File: src/rtl/pipe_retire_trace.sv
`default_nettype none
// ============================================================================
// pipe_retire_trace : WB-stage retire event classifier + FWFT trace FIFO
// Revision 1.0
// ============================================================================
module pipe_retire_trace #(
  parameter int DEPTH = 16,
  parameter int AW    = 4,
  parameter int CNT_W = 32
) (
  input  logic             clk,
  input  logic             rst,
  input  logic             trace_en,
  input  logic             wb_valid,
  input  logic [31:0]      wb_pc,
  input  logic [5:0]       wb_opcode,
  input  logic [5:0]       wb_funct,
  input  logic [31:0]      wb_wd,
  output logic             trc_valid,
  input  logic             trc_ready,
  output logic [CNT_W-1:0] trc_cycle,
  output logic [31:0]      trc_pc,
  output logic [3:0]       trc_class,
  output logic [31:0]      trc_wd,
  output logic [AW:0]      fifo_level,
  output logic [15:0]      drop_cnt
);

  localparam logic [AW:0]      c_FULL_LEVEL = (AW+1)'(DEPTH);
  localparam logic [AW:0]      c_LVL_ONE    = (AW+1)'(1);
  localparam logic [AW-1:0]    c_PTR_ONE    = AW'(1);
  localparam logic [CNT_W-1:0] c_CNT_ONE    = CNT_W'(1);

  typedef struct packed {
    logic [CNT_W-1:0] cycle;
    logic [31:0]      pc;
    logic [3:0]       cls;
    logic [31:0]      wd;
  } entry_t;

  entry_t           mem_q [DEPTH];
  logic [AW-1:0]    wr_ptr_q, rd_ptr_q;
  logic [AW:0]      level_q;
  logic [15:0]      drop_q;
  logic [CNT_W-1:0] cnt_q;

  logic [3:0] cls_d;
  logic       push_req, full, pop, do_push, drop;
  entry_t     head;

  always_comb begin
    cls_d = 4'd15;
    unique case (wb_opcode)
      6'd0: begin
        unique case (wb_funct)
          6'd32:   cls_d = 4'd1;
          6'd34:   cls_d = 4'd2;
          6'd36:   cls_d = 4'd3;
          6'd37:   cls_d = 4'd4;
          6'd0:    cls_d = 4'd5;
          6'd42:   cls_d = 4'd6;
          default: cls_d = 4'd15;
        endcase
      end
      6'd18:   cls_d = 4'd7;
      6'd35:   cls_d = 4'd8;
      6'd43:   cls_d = 4'd9;
      6'd4:    cls_d = 4'd10;
      6'd2:    cls_d = 4'd11;
      6'd3:    cls_d = 4'd12;
      default: cls_d = 4'd15;
    endcase
  end

  assign push_req = trace_en & wb_valid;
  assign full     = (level_q == c_FULL_LEVEL);
  assign pop      = trc_valid & trc_ready;
  // A pop in the same cycle frees the slot, so a full FIFO still accepts.
  assign do_push  = push_req & (~full | pop);
  assign drop     = push_req & full & ~pop;

  always_ff @(posedge clk) begin
    if (do_push) begin
      mem_q[wr_ptr_q] <= '{cycle: cnt_q, pc: wb_pc, cls: cls_d, wd: wb_wd};
    end
  end

  always_ff @(posedge clk) begin
    if (!rst) begin
      wr_ptr_q <= '0;
      rd_ptr_q <= '0;
      level_q  <= '0;
      drop_q   <= '0;
      cnt_q    <= '0;
    end else begin
      cnt_q <= cnt_q + c_CNT_ONE;
      if (do_push) wr_ptr_q <= wr_ptr_q + c_PTR_ONE;
      if (pop)     rd_ptr_q <= rd_ptr_q + c_PTR_ONE;
      unique case ({do_push, pop})
        2'b10:   level_q <= level_q + c_LVL_ONE;
        2'b01:   level_q <= level_q - c_LVL_ONE;
        default: level_q <= level_q;
      endcase
      if (drop && (drop_q != 16'hFFFF)) drop_q <= drop_q + 16'd1;
    end
  end

  // Storage is never reset, so the head is masked to zero while empty.
  assign head       = mem_q[rd_ptr_q];
  assign trc_valid  = (level_q != '0);
  assign trc_cycle  = trc_valid ? head.cycle : '0;
  assign trc_pc     = trc_valid ? head.pc    : '0;
  assign trc_class  = trc_valid ? head.cls   : '0;
  assign trc_wd     = trc_valid ? head.wd    : '0;
  assign fifo_level = level_q;
  assign drop_cnt   = drop_q;

endmodule
`default_nettype wire

File: config.mk
export PLATFORM = sky130hd
export DESIGN_NAME = pipe_retire_trace
export DESIGN_NICKNAME = d
export VERILOG_FILES = /design/src/rtl/pipe_retire_trace.sv
export SDC_FILE = /design/constraint.sdc
export NUM_CORES = 1
export LEC_CHECK = 0
export CAP_MARGIN = 25
export CORE_UTILIZATION = 55
export CTS_CLUSTER_DIAMETER = 40
export CTS_CLUSTER_SIZE = 12
export DETAILED_ROUTE_END_ITERATION = 10
export DONT_BUFFER_PORTS = 1
export GPL_TIMING_DRIVEN = 0
export PLACE_DENSITY = 0.77
export SYNTH_ARGS = -nofsm -noshare
export SYNTH_HDL_FRONTEND = slang
export SYNTH_SLANG_ARGS = --single-unit
File: constraint.sdc
create_clock -name clk -period 12.4 [get_ports clk]
set_clock_uncertainty 0.05 [all_clocks]
set_input_delay 0.62 -clock clk [delete_from_list [all_inputs] [get_ports clk]]
set_output_delay 0.62 -clock clk [all_outputs]
set_load 0.03 [all_outputs]
==> impl_metrics.yaml <==
setup_path:
  critPathKind: "reg -> out"
  crit_chain: "clkbuf_1 -> clkbuf_1 -> buf_8 -> buf_1 -> mux4_2 -> mux4_2 -> and2_1"
  startpoint_type: "register"
  crit_fanout: 10
  endpoint_kind: "primary output"
  required_ns: 11.73
  r2r_cells: 9
  crit_arrival_ns: 4.35
  rrSetupSlack_ns: 8.31
  cp_slowest_cell: "buf_1"
  max_stage_delay_ns: 0.83
  rr_endpoint: "mem_q[0][54]"
  r2r-start: "fifo_level[1]"
drt:
  vias_per_cell: 6.64
  avgRoutedWirePerCell_um: 34.3
  firstDrtPassIters: 5
  wirelength_mm: 162
  drt_iter0_drc: 3544
  ant_nets: 0
  drc: 0
  vias: 31500
finish:
  drive_above_1_share_pct: 29.6
  layout.nets: 3201
  stdcell_area_sq_mm: 0.0748
  final-seq-area_sq_mm: 0.0493
  syn2layout_area_growth_pct: 16.6
  fill_cells: 6906
  multi_input_area_sq_mm: 0.0140
placement:
  port_buffers: 0
  placed_cell_area_sq_mm: 0.0684
  place_ws_ns: 8.16
  globalplace.congestion: 0.811
  hpwl_mm: 95.7
floorplan:
  fp.dieW_um: 344
  die_h_um: 344
  rows: 124
  core_area_sq_mm: 0.115
  dieArea_sq_mm: 0.118
  start_util_pct: 55.8
  io_pins: 203
global_routing:
  grtUsageMet2_pct: 47.6
  track_usage_pct: 27.9
  grt_pass1_vias: 33100
  grt_max_degree: 23
  grt-busiest-layer: "met2"
  grt_use_met3_pct: 6.95
  grt_first_pass_wirelength_mm: 230
  grt-ovfl-total: 0
  grt_use_met1_pct: 34.8
  grt_antenna_before_repair: 6
cts:
  cts_tree: "done"
  clockBufferDepth: 3
  clkTransAtPathRegs_ns: 0.06
  cts_setup_buffers: 0
  cts_sinks: 1665
  root_buffer: "clkbuf_16"
  cts-htree-levels: 4
  numCtsBuffers: 181
  cts_hold_buffers: 65
  cts_resized: 0
  insertion_delay_ns: 0.78
logic_synthesis:
  netlist_area_sq_mm: 0.0642
  synth.most_common_cell: "edfxtp_1"
  synth_edf_count: 1600
  synth_area_leader_cell: "edfxtp_1"
  synth_cells: 2722
  synth_common_cells: "1600 x edfxtp_1, 500 x mux4_2, 148 x and2_1"
  avgSynthCellArea_sq_um: 23.6
  syn_nets: 2812
  ys_warn_count: 0
  synth_top_area_share_pct: 74.9
  yosysUniqueCellTypes: 46
  synth_seq_area_share_pct: 76.9
  synth_async_sr_flop_share_pct: 0
  synth_seq_cells: 1665
  synth_area_leaders: "edfxtp_1 75%, mux4_2 18%, dfxtp_1 2.0%"
  synth-main-ff-cell: "edfxtp_1"
hold_path:
  whs_path_depth: 2
  holdPathEnd: "rd_ptr_q[1]"
  min_from: "trc_ready"
  hold_class: "in -> reg"
timing:
  hold_viol_final: 0
  slew_violations: 0
  fmax_ghz: 0.199
  period_share_pct: 40.5
  setup_viol: 0
  rsz0062_at_grt: "no"
  period_minus_slack_ns: 5.02
  tns_ns: 0
  timing.final.ws_setup_ns: 7.38
  maxSlewHeadroom_pct: 25.6
  worst_slew_pin_slew_ns: 1.11
job:
  cap_violations: 0
status:
  status: "completed"
pwr:
  p_leak_nw: 23.2
  ir_worst_vdd_v: 0.000149
  powerDensity_mw_per_mm2: 193
sequential cells by signal, summed over array words and instances, names as in the netlist, named ones only:
name / flops
mem_q: 1600
drop_cnt: 16
cnt_q: 32
wr_ptr_q: 4
fifo_level: 5
rd_ptr_q: 4
logic make-up (layout without fill, tap and decap cells):
group / after synthesis / in the layout / synth area share, %
buffers and inverters: 148 / 646 / 1.39
XOR/XNOR: 43 / 43 / 0.587
AND/OR/NAND/NOR: 302 / 302 / 2.74
multiplexers: 513 / 513 / 17.8
adder cells (fa/ha/maj): 9 / 9 / 0.176
other: 0 / 8 / 0
flip-flops: 1665 / 1665 / 76.9
AO/OA/AOI/OAI: 42 / 42 / 0.439
final cells by class:
type | count | share of cell area (%)
timing repair buffer | 206 | 4.05
antenna | 8 | 0.0268
clock inverter | 77 | 1.15
sequential | 1665 | 65.9
inverter | 11 | 0.0552
multi-input combinational | 909 | 18.8
buffer | 137 | 1.14
tap | 1512 | 2.53
clock buffer | 215 | 6.35
layout by cell type, fill, tap and decap left out, types with 9 or more instances in the layout:
cell and count:
and2_1 148, and4_1 9, buf_1 10, buf_12 45, buf_16 20, buf_6 95, buf_8 23, bufinv_16 14
clkbuf_1 110, clkbuf_16 185, clkinv_1 20, clkinv_2 12, dfxtp_1 65, dlygate4sd3_1 65, edfxtp_1 1600, ha_1 9
inv_1 10, inv_6 13, mux2i_1 11, mux4_2 500, nand2_1 33, nand2b_1 10, nand3_1 16, nand4_1 11
nor2_1 13, nor2_4 12, nor3_1 15, xnor2_1 15, xor2_1 28
through the flow:
step / utilization [%] / std cells / power [mW] / hold WS (ns)
finish: 65.1 / 4740 / 14.5 / 0.0979
global route: 65.1 / 4734 / 14.8 / 0.0707
CTS: 65.0 / 4723 / 14.5 / 0.0177
detailed placement: 59.5 / 4366 / 9.38 / 0.521
global placement: 57.5 / 4234 / 9.32 / 0.458
floorplan: - / 2722 / 8.53 / 0.430
worst max-delay path, delay by kind of cell, from the launching register on:
family	cells	cell delay [ns]
buf+inv	4	1.82
mux	2	1.00
flops	1	0.33
simple gates	1	0.38
metal layers:
metal / part of all wire, % / vias to the layer above
met3: 11 / 392
met4: 3.5 / 2
met1: 34 / 16600
met2: 52 / 2092
met5: 0.0080 / -
li1: - / 12300
how the worst max path moves through the flow:
stage	startpoint	endpoint	slack, ns
6_report	register	trc_cycle[19]	7.38
5_1_grt	register	trc_cycle[19]	7.42
4_1_cts	register	trc_cycle[19]	7.52
3_5_place_dp	trace_en	mem_q[1][58]	8.16
3_3_place_gp	trace_en	mem_q[3][58]	-5.87
2_1_floorplan	trace_en	mem_q[3][0]	3.28
report_power, final:
group	internal (mW)	switching (mW)	total, mW
Combinational	1.14	1.94	3.08
Sequential	6.19	0.0491	6.24
Clock	3.01	2.13	5.14
Total	10.3	4.12	14.5
Note: power is estimated with default switching activity, not from simulation.
